## src/rtl/var_slice_packer_if.sv

```systemverilog
// Beat/word handshake bundle for var_slice_packer: field beats in, assembled words out.
// master = producer/consumer side, slave = the packer.
interface var_slice_packer_if #(
  parameter int WW = 32,
  parameter int FW = 4,
  parameter int PW = 5
);
  logic [FW-1:0] IN_DATA;
  logic [PW-1:0] IN_POS;
  logic          IN_LAST;
  logic          IN_VALID;
  logic          IN_READY;
  logic [WW-1:0] OUT_WORD;
  logic [WW-1:0] OUT_MASK;
  logic          OUT_VALID;
  logic          OUT_READY;

  modport master (
    output IN_DATA, IN_POS, IN_LAST, IN_VALID, OUT_READY,
    input  IN_READY, OUT_WORD, OUT_MASK, OUT_VALID
  );

  modport slave (
    input  IN_DATA, IN_POS, IN_LAST, IN_VALID, OUT_READY,
    output IN_READY, OUT_WORD, OUT_MASK, OUT_VALID
  );
endinterface

```

## src/rtl/var_slice_packer.sv

```systemverilog
// Inserts FW-bit fields at a runtime bit position into a WW-bit word; one-entry output buffer.
// Optional sticky overlap flag when VAR_SLICE_OVERLAP_ERR_EN is defined; otherwise ERR is tied 0.
module var_slice_packer #(
  parameter int WW = 32,
  parameter int FW = 4,
  parameter int PW = 5
) (
  input  logic                 CLK,
  input  logic                 RST,
  var_slice_packer_if.slave    bus,
  output logic                 ERR
);

  typedef enum logic {FILL, HOLD} state_t;

  state_t        r_state;
  state_t        w_state_nxt;
  logic [WW-1:0] r_acc;
  logic [WW-1:0] r_acc_mask;
  logic [WW-1:0] r_out_word;
  logic [WW-1:0] r_out_mask;
  logic [WW-1:0] w_fdata;
  logic [WW-1:0] w_fmask;
  logic [WW-1:0] w_acc_nxt;
  logic [WW-1:0] w_mask_nxt;
  logic [PW:0]   w_idx;
  logic          w_in_ready;
  logic          w_accept;
  logic          w_accept_last;

  assign w_in_ready    = (r_state == FILL) || bus.OUT_READY;
  assign w_accept      = bus.IN_VALID && w_in_ready;
  assign w_accept_last = w_accept && bus.IN_LAST;

  // Index kept one bit wider than PW so positions past WW-1 are dropped, never wrapped
  always_comb begin
    w_fdata = '0;
    w_fmask = '0;
    w_idx   = '0;
    for (int unsigned i = 0; i < FW; i++) begin
      w_idx = {1'b0, bus.IN_POS} + (PW+1)'(i);
      if (w_idx < (PW+1)'(WW)) begin
        w_fmask[w_idx[PW-1:0]] = 1'b1;
        w_fdata[w_idx[PW-1:0]] = bus.IN_DATA[i];
      end
    end
  end

  assign w_acc_nxt  = (r_acc & ~w_fmask) | w_fdata;
  assign w_mask_nxt = r_acc_mask | w_fmask;

  always_ff @(posedge CLK) begin
    if (RST) r_state <= FILL;
    else     r_state <= w_state_nxt;
  end

  always_comb begin
    w_state_nxt = r_state;
    case (r_state)
      FILL: if (w_accept_last) w_state_nxt = HOLD;
      HOLD: if (bus.OUT_READY && !w_accept_last) w_state_nxt = FILL;
      default: w_state_nxt = FILL;
    endcase
  end

  always_ff @(posedge CLK) begin
    if (RST) begin
      r_acc      <= '0;
      r_acc_mask <= '0;
      r_out_word <= '0;
      r_out_mask <= '0;
    end else if (w_accept) begin
      if (bus.IN_LAST) begin
        r_out_word <= w_acc_nxt;
        r_out_mask <= w_mask_nxt;
        r_acc      <= '0;
        r_acc_mask <= '0;
      end else begin
        r_acc      <= w_acc_nxt;
        r_acc_mask <= w_mask_nxt;
      end
    end
  end

`ifdef VAR_SLICE_OVERLAP_ERR_EN
  logic r_err;
  always_ff @(posedge CLK) begin
    if (RST)                                 r_err <= 1'b0;
    else if (w_accept && |(w_fmask & r_acc_mask)) r_err <= 1'b1;
  end
  assign ERR = r_err;
`else
  assign ERR = 1'b0;
`endif

  assign bus.IN_READY  = w_in_ready;
  assign bus.OUT_WORD  = r_out_word;
  assign bus.OUT_MASK  = r_out_mask;
  assign bus.OUT_VALID = (r_state == HOLD);

endmodule
```

## src/flat_wrapper.sv

```systemverilog
// flat-port wrapper written by rule: the top's interface ports become plain ports
module var_slice_packer_flat 
#(
  parameter int WW = 32,
  parameter int FW = 4,
  parameter int PW = 5
)
  (CLK, RST, ERR, bus_IN_DATA, bus_IN_POS, bus_IN_LAST, bus_IN_VALID, bus_OUT_READY, bus_IN_READY, bus_OUT_WORD, bus_OUT_MASK, bus_OUT_VALID);
  var_slice_packer_if #(.WW(WW), .FW(FW), .PW(PW)) bus_i ();
  input  logic CLK;
  input  logic RST;
  output logic ERR;
  input wire logic [$bits(bus_i.IN_DATA)-1:0] bus_IN_DATA;
  input wire logic [$bits(bus_i.IN_POS)-1:0] bus_IN_POS;
  input wire logic [$bits(bus_i.IN_LAST)-1:0] bus_IN_LAST;
  input wire logic [$bits(bus_i.IN_VALID)-1:0] bus_IN_VALID;
  input wire logic [$bits(bus_i.OUT_READY)-1:0] bus_OUT_READY;
  output wire logic [$bits(bus_i.IN_READY)-1:0] bus_IN_READY;
  output wire logic [$bits(bus_i.OUT_WORD)-1:0] bus_OUT_WORD;
  output wire logic [$bits(bus_i.OUT_MASK)-1:0] bus_OUT_MASK;
  output wire logic [$bits(bus_i.OUT_VALID)-1:0] bus_OUT_VALID;
  assign bus_i.IN_DATA = bus_IN_DATA;
  assign bus_i.IN_POS = bus_IN_POS;
  assign bus_i.IN_LAST = bus_IN_LAST;
  assign bus_i.IN_VALID = bus_IN_VALID;
  assign bus_i.OUT_READY = bus_OUT_READY;
  assign bus_IN_READY = bus_i.IN_READY;
  assign bus_OUT_WORD = bus_i.OUT_WORD;
  assign bus_OUT_MASK = bus_i.OUT_MASK;
  assign bus_OUT_VALID = bus_i.OUT_VALID;
  var_slice_packer #(.WW(WW), .FW(FW), .PW(PW)) u_core (.CLK(CLK), .RST(RST), .bus(bus_i), .ERR(ERR));
endmodule
```

## config.mk

```make
export PLATFORM = sky130hd
export DESIGN_NAME = var_slice_packer_flat
export DESIGN_NICKNAME = d
export VERILOG_FILES = /design/src/rtl/var_slice_packer_if.sv /design/src/rtl/var_slice_packer.sv /design/src/flat_wrapper.sv
export SDC_FILE = /design/constraint.sdc
export NUM_CORES = 1
export LEC_CHECK = 0
export CAP_MARGIN = 10
export CORE_ASPECT_RATIO = 0.9
export CORE_UTILIZATION = 37
export DETAILED_ROUTE_END_ITERATION = 10
export DONT_BUFFER_PORTS = 1
export PLACE_DENSITY = 0.59
export REMOVE_ABC_BUFFERS = 1
export SLEW_MARGIN = 20
export SYNTH_ARGS = -nofsm -noshare
export SYNTH_HDL_FRONTEND = slang
export SYNTH_SLANG_ARGS = --single-unit
```

## constraint.sdc

```tcl
create_clock -name CLK -period 3.85 [get_ports CLK]
set_input_delay 0.77 -clock CLK [delete_from_list [all_inputs] [get_ports CLK]]
set_output_delay 0.77 -clock CLK [all_outputs]
set_load 0.005 [all_outputs]
```

==> results.sh <==
export IMPL_final_nets=891
export IMPL_rows=47
export IMPL_worstHoldPathType="in2reg"
export IMPL_critical_path_arrival_ns=2.95
export IMPL_antenna_found_initial=0
export IMPL_dieWidth_um=149
export IMPL_clk_latency_ns=0.43
export IMPL_core_area_um2=18600
export IMPL_postRouteAntennaNets=0
export IMPL_crit_fanout=43
export IMPL_gr_total_overflow=0
export IMPL_slew_headroom_pct=36.8
export IMPL_synth_area_um2=7150
export IMPL_ioPinCount=81
export IMPL_worstSetupPathType="in2reg"
export IMPL_powerDensity_nw_per_um2=454
export IMPL_cts_tree="yes"
export IMPL_cp_start_kind="input pin"
export IMPL_place_gp_congestion=0.989
export IMPL_synth_top_flop_cell="dfxtp_1"
export IMPL_dr_pass1_iters=6
export IMPL_hpwl_um=18700
export IMPL_worstPathRequired_ns=4.14
export IMPL_tightest_slew_ns=0.940
export IMPL_outcome="complete, no violations"
export IMPL_via_count=7077
export IMPL_ctsResizeCount=0
export IMPL_grt_total_usage_pct=27.4
export IMPL_cp_end_kind="register"
export IMPL_max_stage_delay_ns=0.37
export IMPL_antenna_cells=0
export IMPL_layout_cells_non_filler=1132
export IMPL_grt_pass1_wl_um=41000
export IMPL_seq_area_frac_synth_pct=36.1
export IMPL_ys_ff_latch=129
export IMPL_power_mw=3.58
export IMPL_area_delta_synth_final_pct=10.3
export IMPL_layout_drive_gt1_share_pct=10.1
export IMPL_synth_edf_count=0
export IMPL_crit_path_cell_trace="ha_1, buf_4, or2_2, o21ai_1, o21ai_0, o21a_1, a221oi_1, o21ai_0"
export IMPL_report_final_slew_viol_count=0
export IMPL_start_util_pct=38.4
export IMPL_async_reset_ff_share_pct=0
export IMPL_port_buffers=0
export IMPL_clockBufferDepth=2
export IMPL_drc=0
export IMPL_cts_setup_buffers=0
export IMPL_crit_slowest_cell="or2_2"
export IMPL_power_leakage_nw=2.91
export IMPL_routed_via_density=6.25
export IMPL_drt_total_wl_um=26900
export IMPL_fmax_mhz=376
export IMPL_dp_cells=1101
export IMPL_timing_final_hold_violations=0
export IMPL_die_area_um2=19900
export IMPL_timing_final_crit_share_pct=69.0
export IMPL_cts_sinks=129
export IMPL_clkTransAtPathRegs_ns=0.06
export IMPL_root_buffer="clkbuf_16"
export IMPL_irDropWorstVdd_v=0.000296
export IMPL_syn_area_per_cell_um2=7.88
export IMPL_min_period_ns=2.66
export IMPL_syn_inst=907
export IMPL_cap_violations=0
export IMPL_htree_levels=4
export IMPL_cts_made_buffers=17
export IMPL_wl_per_cell_um=23.7
export IMPL_setup_violations=0
export IMPL_rsz0062_at_grt="no"
export IMPL_yosys_cell_types_count=88
export IMPL_grt_max_degree=62
export IMPL_yosysWarningCount=0
export IMPL_dieHeight_um=134
export IMPL_hold_buffers=0
export IMPL_finClkSkew_ns=0.00700
export IMPL_first_iter_violations=960
export IMPL_cpMostUsedCell="o21ai_0"
export IMPL_grt_pass1_vias=6596
metrics by stage:
| stage | TNS, ns | utilization, % | hold slack, ns | worst slack [ns] | area (um2) |
|---|---|---|---|---|---|
| detailed placement | 0 | 39.0 | 0.433 | 0.838 | 7270 |
| global placement | 0 | 39.0 | 0.434 | 0.878 | 7270 |
| finish | 0 | 42.3 | 0.402 | 1.19 | 7890 |
| floorplan | -36.69 | - | 0.419 | -1.05 | 6720 |
| CTS | 0 | 42.3 | 0.396 | 1.28 | 7890 |
| global route | 0 | 42.3 | 0.389 | 1.05 | 7890 |
power breakdown:
part | leakage [nW] | switching, mW | internal (mW) | total, mW
Combinational | 1.57 | 0.319 | 0.147 | 0.466
Sequential | 1.04 | 0.0213 | 1.37 | 1.39
Clock | 0.299 | 0.609 | 1.11 | 1.72
cell usage in the layout (no fill, tap or decap), types with 4 or more instances in the layout:
cell and instances:
a22oi_1 10, a211oi_1 4, o21ai_0 63, o32ai_1 8, bufinv_16 4, a32o_1 18
a31oi_1 7, dfxtp_1 129, o21ai_1 6, nor2b_1 9, nor4_1 7, a32oi_1 5
mux2i_1 6, o2bb2ai_1 4, nor3_1 23, nand3_1 30, nand2_1 133, o22ai_1 24
clkbuf_16 17, inv_1 10, o21a_1 5, nand2b_1 15, nor2_1 76, a211o_1 4
and2_1 7, a21o_1 4, a311o_1 4, or2_2 5, or3_1 8, nand4_1 13
o211ai_1 10, a221oi_1 4, a22o_1 23, a311oi_1 4, nand3b_1 8, a21oi_1 60
a221o_1 4, buf_4 29
cell type report:
type	instances	area, um2
Inverter	10	37.5
Clock inverter	10	159
Fill cell	1873	10800
Tap cell	245	307
Timing Repair Buffer	29	218
Clock buffer	21	460
Multi-Input combinational cell	688	4120
Sequential cell	129	2580
worst paths after layout:
kind                              startpoint                              endpoint  slack (ns)  cells past startpoint
max                            bus_IN_POS[1]   u_core.bus.OUT_WORD[7]$_SDFFE_PP0P_        1.19                      8
min                                      RST       u_core.bus.OUT_VALID$_SDFF_PP0_        0.40                      1
max reg2reg  u_core.bus.OUT_VALID$_SDFF_PP0_         u_core.r_acc[21]$_SDFFE_PP0P_        1.63                      7
min reg2reg    u_core.r_acc[30]$_SDFFE_PP0P_  u_core.bus.OUT_WORD[30]$_SDFFE_PP0P_        0.44                      2
sequential cells by signal, summed over array words and instances (netlist names):
name,cells
u_core.bus.OUT_MASK,32
u_core.bus.OUT_WORD,32
u_core.bus.OUT_VALID,1
u_core.r_acc_mask,32
u_core.r_acc,32
Yosys cell counts, drive strengths merged (5+ instances only):
cell / count / area share (%)
mux2i: 6 / 0.84
a21oi: 62 / 4.4
buf: 45 / 4.1
nand2: 135 / 7.2
a22oi: 11 / 1.2
or3: 8 / 0.70
dfxtp: 129 / 36
nor2: 79 / 4.3
nor4: 7 / 0.61
o22ai: 25 / 2.3
clkbuf: 35 / 1.8
or2: 5 / 0.44
nand3: 30 / 2.1
nor2b: 9 / 0.79
a32o: 18 / 2.5
o211ai: 11 / 1.2
a31oi: 9 / 1.0
nand4: 13 / 1.1
and2: 8 / 0.74
inv: 10 / 0.53
nor3: 23 / 1.6
a32oi: 5 / 0.61
o21a: 5 / 0.53
a22o: 23 / 2.8
nand2b: 15 / 1.3
o32ai: 8 / 0.98
nand3b: 8 / 0.84
o21ai: 70 / 5.0
critical path: cells and delay by family:
kind	cells	cell delay, ns
compound gates	5	1.28
buf+inv	1	0.23
simple gates	1	0.37
fa+ha+maj	1	0.27
per-layer routing:
layer | routed length, um | track usage [%]
met5 | 0 | 0
met2 | 11400 | 39.8
met4 | 645 | 9.22
met1 | 12300 | 38.9
met3 | 2520 | 7.04
cells by family after synthesis:
group | after synthesis | synth area share [%]
simple gates | 363 | 24.6
compound gates | 307 | 30.0
flops | 129 | 36.1
buf+inv | 90 | 6.48
xor+xnor | 8 | 1.35
mux | 7 | 0.998
fa+ha+maj | 2 | 0.350
other cells | 1 | 0.0525
Power figures use the tool's default switching activity.
